===== src/rtl/seg7_pkg.sv =====
`default_nettype none
// ============================================================================
// Module      : seg7_pkg
// Description : Shared constants for the BCD counter / seven-segment display.
// Revision    : 1.0 - initial release
// ============================================================================
package seg7_pkg;

    localparam int BCD_W = 4;

    // Active-high patterns, bit order {g,f,e,d,c,b,a}
    localparam logic [6:0] SEG_0     = 7'h3F;
    localparam logic [6:0] SEG_1     = 7'h06;
    localparam logic [6:0] SEG_2     = 7'h5B;
    localparam logic [6:0] SEG_3     = 7'h4F;
    localparam logic [6:0] SEG_4     = 7'h66;
    localparam logic [6:0] SEG_5     = 7'h6D;
    localparam logic [6:0] SEG_6     = 7'h7D;
    localparam logic [6:0] SEG_7     = 7'h07;
    localparam logic [6:0] SEG_8     = 7'h7F;
    localparam logic [6:0] SEG_9     = 7'h6F;
    localparam logic [6:0] SEG_BLANK = 7'h00;

endpackage
`default_nettype wire


===== src/rtl/seg7_digit_decode.sv =====
`default_nettype none
// ============================================================================
// Module      : seg7_digit_decode
// Description : BCD digit plus blank request to active-high segment pattern.
// Revision    : 1.0 - initial release
// ============================================================================
module seg7_digit_decode
    import seg7_pkg::*;
(
    input  logic [BCD_W-1:0] bcd,
    input  logic             blank,
    output logic [6:0]       pattern
);

    always_comb begin
        pattern = SEG_BLANK;
        if (!blank) begin
            unique case (bcd)
                4'd0:    pattern = SEG_0;
                4'd1:    pattern = SEG_1;
                4'd2:    pattern = SEG_2;
                4'd3:    pattern = SEG_3;
                4'd4:    pattern = SEG_4;
                4'd5:    pattern = SEG_5;
                4'd6:    pattern = SEG_6;
                4'd7:    pattern = SEG_7;
                4'd8:    pattern = SEG_8;
                4'd9:    pattern = SEG_9;
                default: pattern = SEG_BLANK;
            endcase
        end
    end

endmodule
`default_nettype wire


===== src/rtl/seg7_bcd_counter_mux.sv =====
`default_nettype none
// ============================================================================
// Module      : seg7_bcd_counter_mux
// Description : Prescaled multi-digit BCD up/down counter with a scanned
//               seven-segment display driver.
// Revision    : 1.0 - initial release
// ============================================================================
module seg7_bcd_counter_mux
    import seg7_pkg::*;
#(
    parameter int DIGITS         = 4,
    parameter int TICK_DIV       = 100000000,
    parameter int REFRESH_DIV    = 100000,
    parameter bit SEG_ACTIVE_LOW = 1'b0,
    parameter bit AN_ACTIVE_LOW  = 1'b0,
    parameter bit BLANK_LZ       = 1'b1
) (
    input  logic                    clk,
    input  logic                    rst_n,
    input  logic                    en,
    input  logic                    up_dn,
    input  logic                    clear,
    input  logic                    load,
    input  logic [BCD_W*DIGITS-1:0] load_val,
    output logic [BCD_W*DIGITS-1:0] count,
    output logic                    tc,
    output logic [6:0]              seg,
    output logic [DIGITS-1:0]       an
);

    localparam int CW      = BCD_W * DIGITS;
    localparam int PRESC_W = $clog2(TICK_DIV);
    localparam int REFR_W  = $clog2(REFRESH_DIV);
    localparam int IDX_W   = (DIGITS > 1) ? $clog2(DIGITS) : 1;

    localparam logic [PRESC_W-1:0] c_presc_max = PRESC_W'(TICK_DIV - 1);
    localparam logic [REFR_W-1:0]  c_refr_max  = REFR_W'(REFRESH_DIV - 1);
    localparam logic [IDX_W-1:0]   c_idx_max   = IDX_W'(DIGITS - 1);
    localparam logic [6:0]         c_seg_off   = {7{SEG_ACTIVE_LOW}};
    localparam logic [DIGITS-1:0]  c_an_off    = {DIGITS{AN_ACTIVE_LOW}};

    logic [PRESC_W-1:0] r_presc;
    logic [REFR_W-1:0]  r_refresh;
    logic [IDX_W-1:0]   r_idx;
    logic [CW-1:0]      r_count;
    logic               r_tc;
    logic [6:0]         r_seg;
    logic [DIGITS-1:0]  r_an;

    logic               w_tick;
    logic [CW-1:0]      w_load_bcd;
    logic [CW-1:0]      w_step_bcd;
    logic [DIGITS:0]    w_carry;
    logic [DIGITS-1:0]  w_blank;
    logic [BCD_W-1:0]   w_sel_bcd;
    logic               w_sel_blank;
    logic [DIGITS-1:0]  w_an_onehot;
    logic [6:0]         w_pattern;

    assign w_tick     = en && (r_presc == c_presc_max);
    assign w_carry[0] = 1'b1;

    // w_carry doubles as the borrow chain when counting down
    for (genvar gi = 0; gi < DIGITS; gi++) begin : g_digit
        logic [BCD_W-1:0] w_d;
        logic [BCD_W-1:0] w_ld;
        logic             w_edge;

        assign w_d    = r_count[gi*BCD_W +: BCD_W];
        assign w_ld   = load_val[gi*BCD_W +: BCD_W];
        assign w_edge = up_dn ? (w_d == 4'd9) : (w_d == 4'd0);

        assign w_load_bcd[gi*BCD_W +: BCD_W] = (w_ld > 4'd9) ? 4'd0 : w_ld;
        assign w_step_bcd[gi*BCD_W +: BCD_W] =
            !w_carry[gi] ? w_d :
            up_dn        ? (w_edge ? 4'd0 : w_d + 4'd1) :
                           (w_edge ? 4'd9 : w_d - 4'd1);
        assign w_carry[gi+1] = w_carry[gi] && w_edge;

        // Blank when this digit and every higher digit are zero
        assign w_blank[gi] = BLANK_LZ && (gi != 0) &&
                             (r_count[CW-1:gi*BCD_W] == '0);
    end

    always_comb begin
        w_sel_bcd   = r_count[BCD_W-1:0];
        w_sel_blank = 1'b0;
        w_an_onehot = '0;
        for (int i = 0; i < DIGITS; i++) begin
            if (r_idx == IDX_W'(i)) begin
                w_sel_bcd      = r_count[i*BCD_W +: BCD_W];
                w_sel_blank    = w_blank[i];
                w_an_onehot[i] = 1'b1;
            end
        end
    end

    seg7_digit_decode u_decode (
        .bcd     (w_sel_bcd),
        .blank   (w_sel_blank),
        .pattern (w_pattern)
    );

    always_ff @(posedge clk or negedge rst_n) begin
        if (!rst_n) begin
            r_presc <= '0;
        end else if (clear || load) begin
            r_presc <= '0;
        end else if (en) begin
            r_presc <= (r_presc == c_presc_max) ? '0 : r_presc + PRESC_W'(1);
        end
    end

    always_ff @(posedge clk or negedge rst_n) begin
        if (!rst_n) begin
            r_count <= '0;
            r_tc    <= 1'b0;
        end else if (clear) begin
            r_count <= '0;
            r_tc    <= 1'b0;
        end else if (load) begin
            r_count <= w_load_bcd;
            r_tc    <= 1'b0;
        end else if (w_tick) begin
            r_count <= w_step_bcd;
            r_tc    <= w_carry[DIGITS];
        end else begin
            r_tc    <= 1'b0;
        end
    end

    // Scan runs free of en/clear/load so the display never stalls
    always_ff @(posedge clk or negedge rst_n) begin
        if (!rst_n) begin
            r_refresh <= '0;
            r_idx     <= '0;
        end else if (r_refresh == c_refr_max) begin
            r_refresh <= '0;
            r_idx     <= (r_idx == c_idx_max) ? '0 : r_idx + IDX_W'(1);
        end else begin
            r_refresh <= r_refresh + REFR_W'(1);
        end
    end

    always_ff @(posedge clk or negedge rst_n) begin
        if (!rst_n) begin
            r_seg <= c_seg_off;
            r_an  <= c_an_off;
        end else begin
            r_seg <= w_pattern ^ c_seg_off;
            r_an  <= w_an_onehot ^ c_an_off;
        end
    end

    assign count = r_count;
    assign tc    = r_tc;
    assign seg   = r_seg;
    assign an    = r_an;

endmodule
`default_nettype wire


===== config.mk =====
export PLATFORM = sky130hd
export DESIGN_NAME = seg7_bcd_counter_mux
export DESIGN_NICKNAME = d
export VERILOG_FILES = /design/src/rtl/seg7_pkg.sv /design/src/rtl/seg7_digit_decode.sv /design/src/rtl/seg7_bcd_counter_mux.sv
export SDC_FILE = /design/constraint.sdc
export NUM_CORES = 1
export LEC_CHECK = 0
export ABC_AREA = 1
export CELL_PAD_IN_SITES_DETAIL_PLACEMENT = 1
export CELL_PAD_IN_SITES_GLOBAL_PLACEMENT = 2
export CORE_ASPECT_RATIO = 0.5
export CORE_MARGIN = 1.5
export CORE_UTILIZATION = 29
export DETAILED_ROUTE_END_ITERATION = 8
export PLACE_DENSITY = 0.84
export SYNTH_ARGS = -nofsm -noshare
export SYNTH_HDL_FRONTEND = slang
export SYNTH_SLANG_ARGS = --single-unit

===== constraint.sdc =====
create_clock -name clk -period 2 [get_ports clk]
set_clock_uncertainty 0.2 [all_clocks]
set_input_delay 0.6 -clock clk [delete_from_list [all_inputs] [get_ports clk]]
set_output_delay 0.6 -clock clk [all_outputs]
set_load 0.03 [all_outputs]

======== After elaboration in Yosys (flattened, before gate mapping) ========
Memory sizes are Yosys's and may differ from the RTL's.
Index checks and enable logic that the tools add are counted.
operators by class
  add/sub/neg operators ................... 11
  multiply operators ...................... 0
  divide/modulo/power cells ............... 0
  order comparisons ....................... 4
  equal/unequal tests ..................... 9
  shift operators ......................... 0
  mux-type cells .......................... 45
  bitwise gates (word level) .............. 0
  reduce and logical (&&, ||, !) cells .... 20
operator list
  kind                                                                 count
  4-bit two-way mux                                                    22
  27-bit two-way mux                                                   3
  16-bit two-way mux                                                   3
  27-bit by 1-bit adder with 27-bit output (second input constant)     1
  27-bit == test (second input constant)                               1
  17-bit by 1-bit adder with 17-bit output (second input constant)     1
  17-bit == test (second input constant)                               1
  17-bit two-way mux                                                   1
  4-bit by 1-bit adder with 4-bit output (second input constant)       4
  4-bit == test (second input constant)                                4
  4-bit > comparator (second input constant)                           4
  4-bit zero test                                                      4
  4-bit by 1-bit subtractor with 4-bit output (second input constant)  4
  1-bit two-way mux                                                    14
  12-bit zero test                                                     1
  3-bit nonzero test                                                   4
  8-bit zero test                                                      1
  7-bit two-way mux                                                    1
  2-bit AND reduction                                                  3
  2-bit == test (second input constant)                                2
  1-bit logical AND                                                    4
  2-bit by 1-bit adder with 2-bit output (second input constant)       1
  2-bit by 1-bit == test with 1-bit output (second input constant)     1
  2-bit zero test                                                      1
  3 further kinds                                                      3
storage, ports and cells
  register bits ........................... 74
  bits in latches ......................... 0
  memory bits (writable) .................. 0
  bits in read-only memories .............. 112
  bits of input ports ..................... 22
  memories kept ........................... 1
memories
  memory           depth  bits a word  rd ports  clocked after memory_dff  wr ports  line                     source
  (no name shown)  16     7            1         0                         0         seg7_digit_decode.sv:18  unique case (bcd)

======== Longest topological paths before layout ========
  word-level depth ........................ 8
  mapped depth ............................ 14
  depth with buffers taken out ............ 14

======== Cells and area by module ========
From an unflattened synthesis, not the netlist that was laid out.
second synthesis, totals
  cell total of the unflattened synthesis .. 717
  area total of the unflattened synthesis .. 5,081.1 um2
by module, submodules not included
  module                instances  cells an instance  area an instance (um2)  sequential area each (um2)
  seg7_bcd_counter_mux  1          681                4,890.9                 1,851.8
  seg7_digit_decode     1          36                 190.2                   0.0

======== Least setup slack after synthesis ========
Ideal clock, no wire load.
  path type ............................... register to register
  start ................................... reg r_idx[1]
  end ..................................... reg r_seg[3] (netlist: seg[3])
  library setup time ...................... 73 ps
  data arrival time ....................... 1,740 ps
  required time ........................... 1,727 ps
  path slack .............................. -13 ps
  stages on the path, launching flop included .. 13
  clock period less this slack ............ 2,013 ps
  cells stage by stage .................... dfrtp_1 -> inv_1 -> ha_1 -> inv_1 -> nand2_1 -> nand3_1 -> nand2_1 -> o21ai_0 -> ha_1 -> inv_1 -> nor2_1 -> nor2_1 -> nor2_1
between the ends
  longest elaborated chain between the ends .. 6
  elaborated cells on any way between the ends .. 11
RTL lines
  item                                      line                         source
  start, declared                           seg7_bcd_counter_mux.sv:44   logic [IDX_W-1:0] r_idx;
  start signal, assigned                    seg7_bcd_counter_mux.sv:139  r_idx <= (r_idx == c_idx_max) ? '0 : r_idx + IDX_W'(1);
  2-bit by 1-bit == test with 1-bit output  seg7_bcd_counter_mux.sv:90   if (r_idx == IDX_W'(i)) begin
  4-bit two-way mux (3 in series)           seg7_bcd_counter_mux.sv:90
  memory 16 x 7 bit                         n/a
  7-bit two-way mux (*)                     seg7_digit_decode.sv:17      if (!blank) begin
  named net u_decode.pattern[3]             seg7_digit_decode.sv:12      output logic [6:0] pattern
  end signal, assigned                      seg7_bcd_counter_mux.sv:147  r_seg <= c_seg_off;
  end signal, assigned                      seg7_bcd_counter_mux.sv:150  r_seg <= w_pattern ^ c_seg_off;
  end, declared                             seg7_bcd_counter_mux.sv:47   logic [6:0] r_seg;
Mark *: on every way through the listed nets, which the timed path passes. The rest lies on a longest branch.
A chain may end at the register's enable or synchronous reset.

======== Worst setup path after layout ========
  start ................................... reg r_idx[0]
  end ..................................... reg r_seg[5] (netlist: seg[5])
Same word-level chain as after synthesis.

==> impl_metrics.csv <==
group,metric,value,unit
status,outcome,"finished with violations",
status,failed_checks,"setup timing",
drt,wirelength,17900,um
final_layout,area_growth,41.4,%
pwr,ir_drop,350,uV
critical_path,path_delay_family,"flip-flops",
final_layout,layout.cells.most_common_list,"nand2_1 (182), buf_4 (103), inv_1 (90)",
clock_network,clkTransAtPathRegs,0.06,ns
synth,seq_area_frac_synth,0.364,
drt,drc,0,
synth,ys_warn_count,0,
final_layout,antenna-diode-count,0,
clock_network,cts_sinks,74,
global_routing,grt_pass1_vias,5888,
drt,antenna_left,0,
die,die_x,190,um
final_layout,drive_above_1_share,0.239,
global_routing,grt_first_pass_wirelength,29600,um
critical_path,cp_data_arrival_time,2.17,ns
die,io-pin-count,50,
clock_network,clkLatencyLatePin,0.34,ns
sta,rsz0062_at_grt,"yes",
sta,hold_violations,0,
sta,setup_ws,-0.105,ns
die,die_h,96.7,um
critical_path,start_kind,"register",
synth,netlist_instances,744,
drt,dr_total_vias,5464,
min_path,hp-class,"reg2reg",
pwr,p_per_area,654,nW/um^2
clock_network,htreeDepth,3,
critical_path,cp_common_cell,"nand2_2",
placement,place.detailed.hpwl,13300,um
sta,max_freq,0.475,GHz
critical_path,cpMaxStageDelayCell,"dfrtp_2",
clock_network,cts_buffers,9,
die,start_util,0.303,
placement,pre_cts_slack,-0.480,ns
drt,wl_per_cell,16.0,um
synth,synth_area_leaders,"dfrtp_1 (36%), nand2_1 (14%), inv_1 (7.7%), nand3_1 (6.9%), nor2_1 (6.9%)",
final_layout,nets,937,
flow_run,cap_violations,0,
clock_network,clk_path_buf_depth,2,
synth,yosys.cell_types.count,30,
global_routing,antenna_found_initial,0,
critical_path,path_class,"reg2reg",
clock_network,cts_tree,"built",
drt,drtPass1Iterations,4,
synth,synth_area,5090,sq um
global_routing,grtUsageTotal,0.201,
die,rows,33,
sta,finalSetupViolCount,5,
critical_path,crit_chain,"buf_6, ha_4, buf_6, a21oi_2, nand2_2, o21ai_4, inv_4, ha_4, inv_1, nand2_2, nand2_2, nor2_2, nor2_2",
pwr,cellLeakagePower,0.00346,uW
critical_path,worstPathRequired,2.07,ns
drt,via_per_inst,4.87,
critical_path,critPathMaxStageDelay,0.46,ns
placement,gp_congestion,0.838,
clock_network,root_buffer,"clkbuf_16",
die,core_area,16800,sq um
synth,synth_nets,789,
sta,post-route-period-util,1.05,
sta,period_needed,2.11,ns
sta,tightest_slew,0.465,ns
synth,synth_top_area_frac,0.364,
die,die-area,18400,sq um
critical_path,critPathMaxFanout,5,
critical_path,crit_path_end_kind,"register",
sta,maxSlewHeadroom,0.686,
critical_path,critPathBufInv,4,
global_routing,grt_overflow_total,0,
drt,drt_iter0_drc,208,
synth,syn_avg_cell_area,6.84,sq um
sta,drv_slew,0,
sta,finalSetupTns,-0.411,ns
synth,synth.largest_area_cell,"dfrtp_1",
synth,synth-seq-cells,74,
global_routing,grt_max_degree,29,
final_layout,final_common_cell,"nand2_1",
placement,io_buffers,49,
power breakdown:
group	internal, uW	switching (uW)	leakage [uW]
sequential	1570	84.2	0.000969
combinational	504	780	0.00234
clock	1090	679	0.000153
per-stage QoR:
stage | hold WS (ns) | instances | util | total power [uW] | cell area (sq um)
global route | 0.292 | 1123 | 0.429 | 4930 | 7200
floorplan | 0.104 | 744 | - | 2290 | 5090
detailed placement | 0.261 | 1089 | 0.383 | 2860 | 6430
global placement | 0.245 | 1089 | 0.383 | 2830 | 6430
CTS | 0.272 | 1115 | 0.418 | 4680 | 7000
finish | 0.264 | 1123 | 0.429 | 4710 | 7200
worst paths after layout:
| kind | startpoint | to | slack (ns) | cells after the start |
|---|---|---|---|---|
| min reg2reg | r_refresh[0]$_DFF_PN0_ | r_refresh[0]$_DFF_PN0_ | 0.26 | 1 |
| min in group asynchronous | rst_n | an[2]$_DFF_PN0_ | 0.54 | 2 |
| max in group asynchronous | rst_n | count[12]$_DFFE_PN0P_ | 0.59 | 3 |
| max | r_idx[0]$_DFFE_PN0N_ | seg[5]$_DFF_PN0_ | -0.11 | 13 |
| min | r_refresh[0]$_DFF_PN0_ | r_refresh[0]$_DFF_PN0_ | 0.26 | 1 |
| max reg2reg | r_idx[0]$_DFFE_PN0N_ | seg[5]$_DFF_PN0_ | -0.11 | 13 |
Yosys cell counts:
master	instances
o41ai_1	1
nor2_4	2
o21ai_0	51
nand4_1	23
or2_2	3
buf_2	8
xnor2_1	1
nor2_2	1
dfrtp_1	74
nand3_1	70
xor2_1	20
nor4_1	1
o211ai_1	4
nor2_1	93
a41oi_1	2
nand3_4	1
nand3b_1	3
a31oi_1	3
nand2_4	3
clkbuf_1	7
nor3_1	21
buf_6	2
o21ai_1	2
a21oi_2	1
ha_1	23
nand2_2	1
and3_1	1
a21oi_1	23
inv_1	104
nand2_1	195
worst register-to-register path, stage by stage, from the launching register on:
cell	delay (ns)
dfrtp_2	0.46
buf_6	0.14
ha_4	0.17
buf_6	0.13
a21oi_2	0.11
nand2_2	0.08
o21ai_4	0.14
inv_4	0.11
ha_4	0.17
inv_1	0.06
nand2_2	0.06
nand2_2	0.07
nor2_2	0.04
nor2_2	0.12
layer usage:
| layer | GRT usage | share of wire | vias to the layer above |
|---|---|---|---|
| met3 | 0.0261 | 0.023 | 28 |
| met2 | 0.359 | 0.50 | 72 |
| li1 | - | - | 2677 |
| met1 | 0.251 | 0.46 | 2687 |
| met4 | 0.0600 | 0.022 | 0 |
| met5 | 0 | 0 | - |
flip-flops by register name, indices dropped and copies added, names as in the netlist:
register and cells:
count 16, r_presc 27, r_idx 2, an 4, tc 1, r_refresh 17, seg 7
cell families after synthesis:
| logic type | count (synthesis) | share of synthesized area |
|---|---|---|
| simple gates | 418 | 0.358 |
| buf+inv | 121 | 0.0942 |
| fa+ha+maj | 23 | 0.0566 |
| compound gates | 87 | 0.0912 |
| flops | 74 | 0.364 |
| xor+xnor | 21 | 0.0362 |
cell type report:
type	instances	area (sq um)
Sequential cell	74	1860
Clock inverter	5	78.8
Fill cell	2136	9570
Timing Repair inverter	1	7.51
Tap cell	227	284
Inverter	104	397
Multi-Input combinational cell	549	3040
Timing Repair Buffer	153	1310
Clock buffer	10	229
what timing repair did:
| item | CTS | global route |
|---|---|---|
| hold buffers | 1 | 0 |
| setup endpoints to repair | 42 | 42 |
| setup buffers | 10 | 7 |
| gates cloned | 0 | 1 |
| gates resized for setup | 78 | 50 |
| hold endpoints to repair | 20 | 0 |
| pin swaps | 29 | 16 |
No activity file was read; power rests on OpenSTA's default activity.
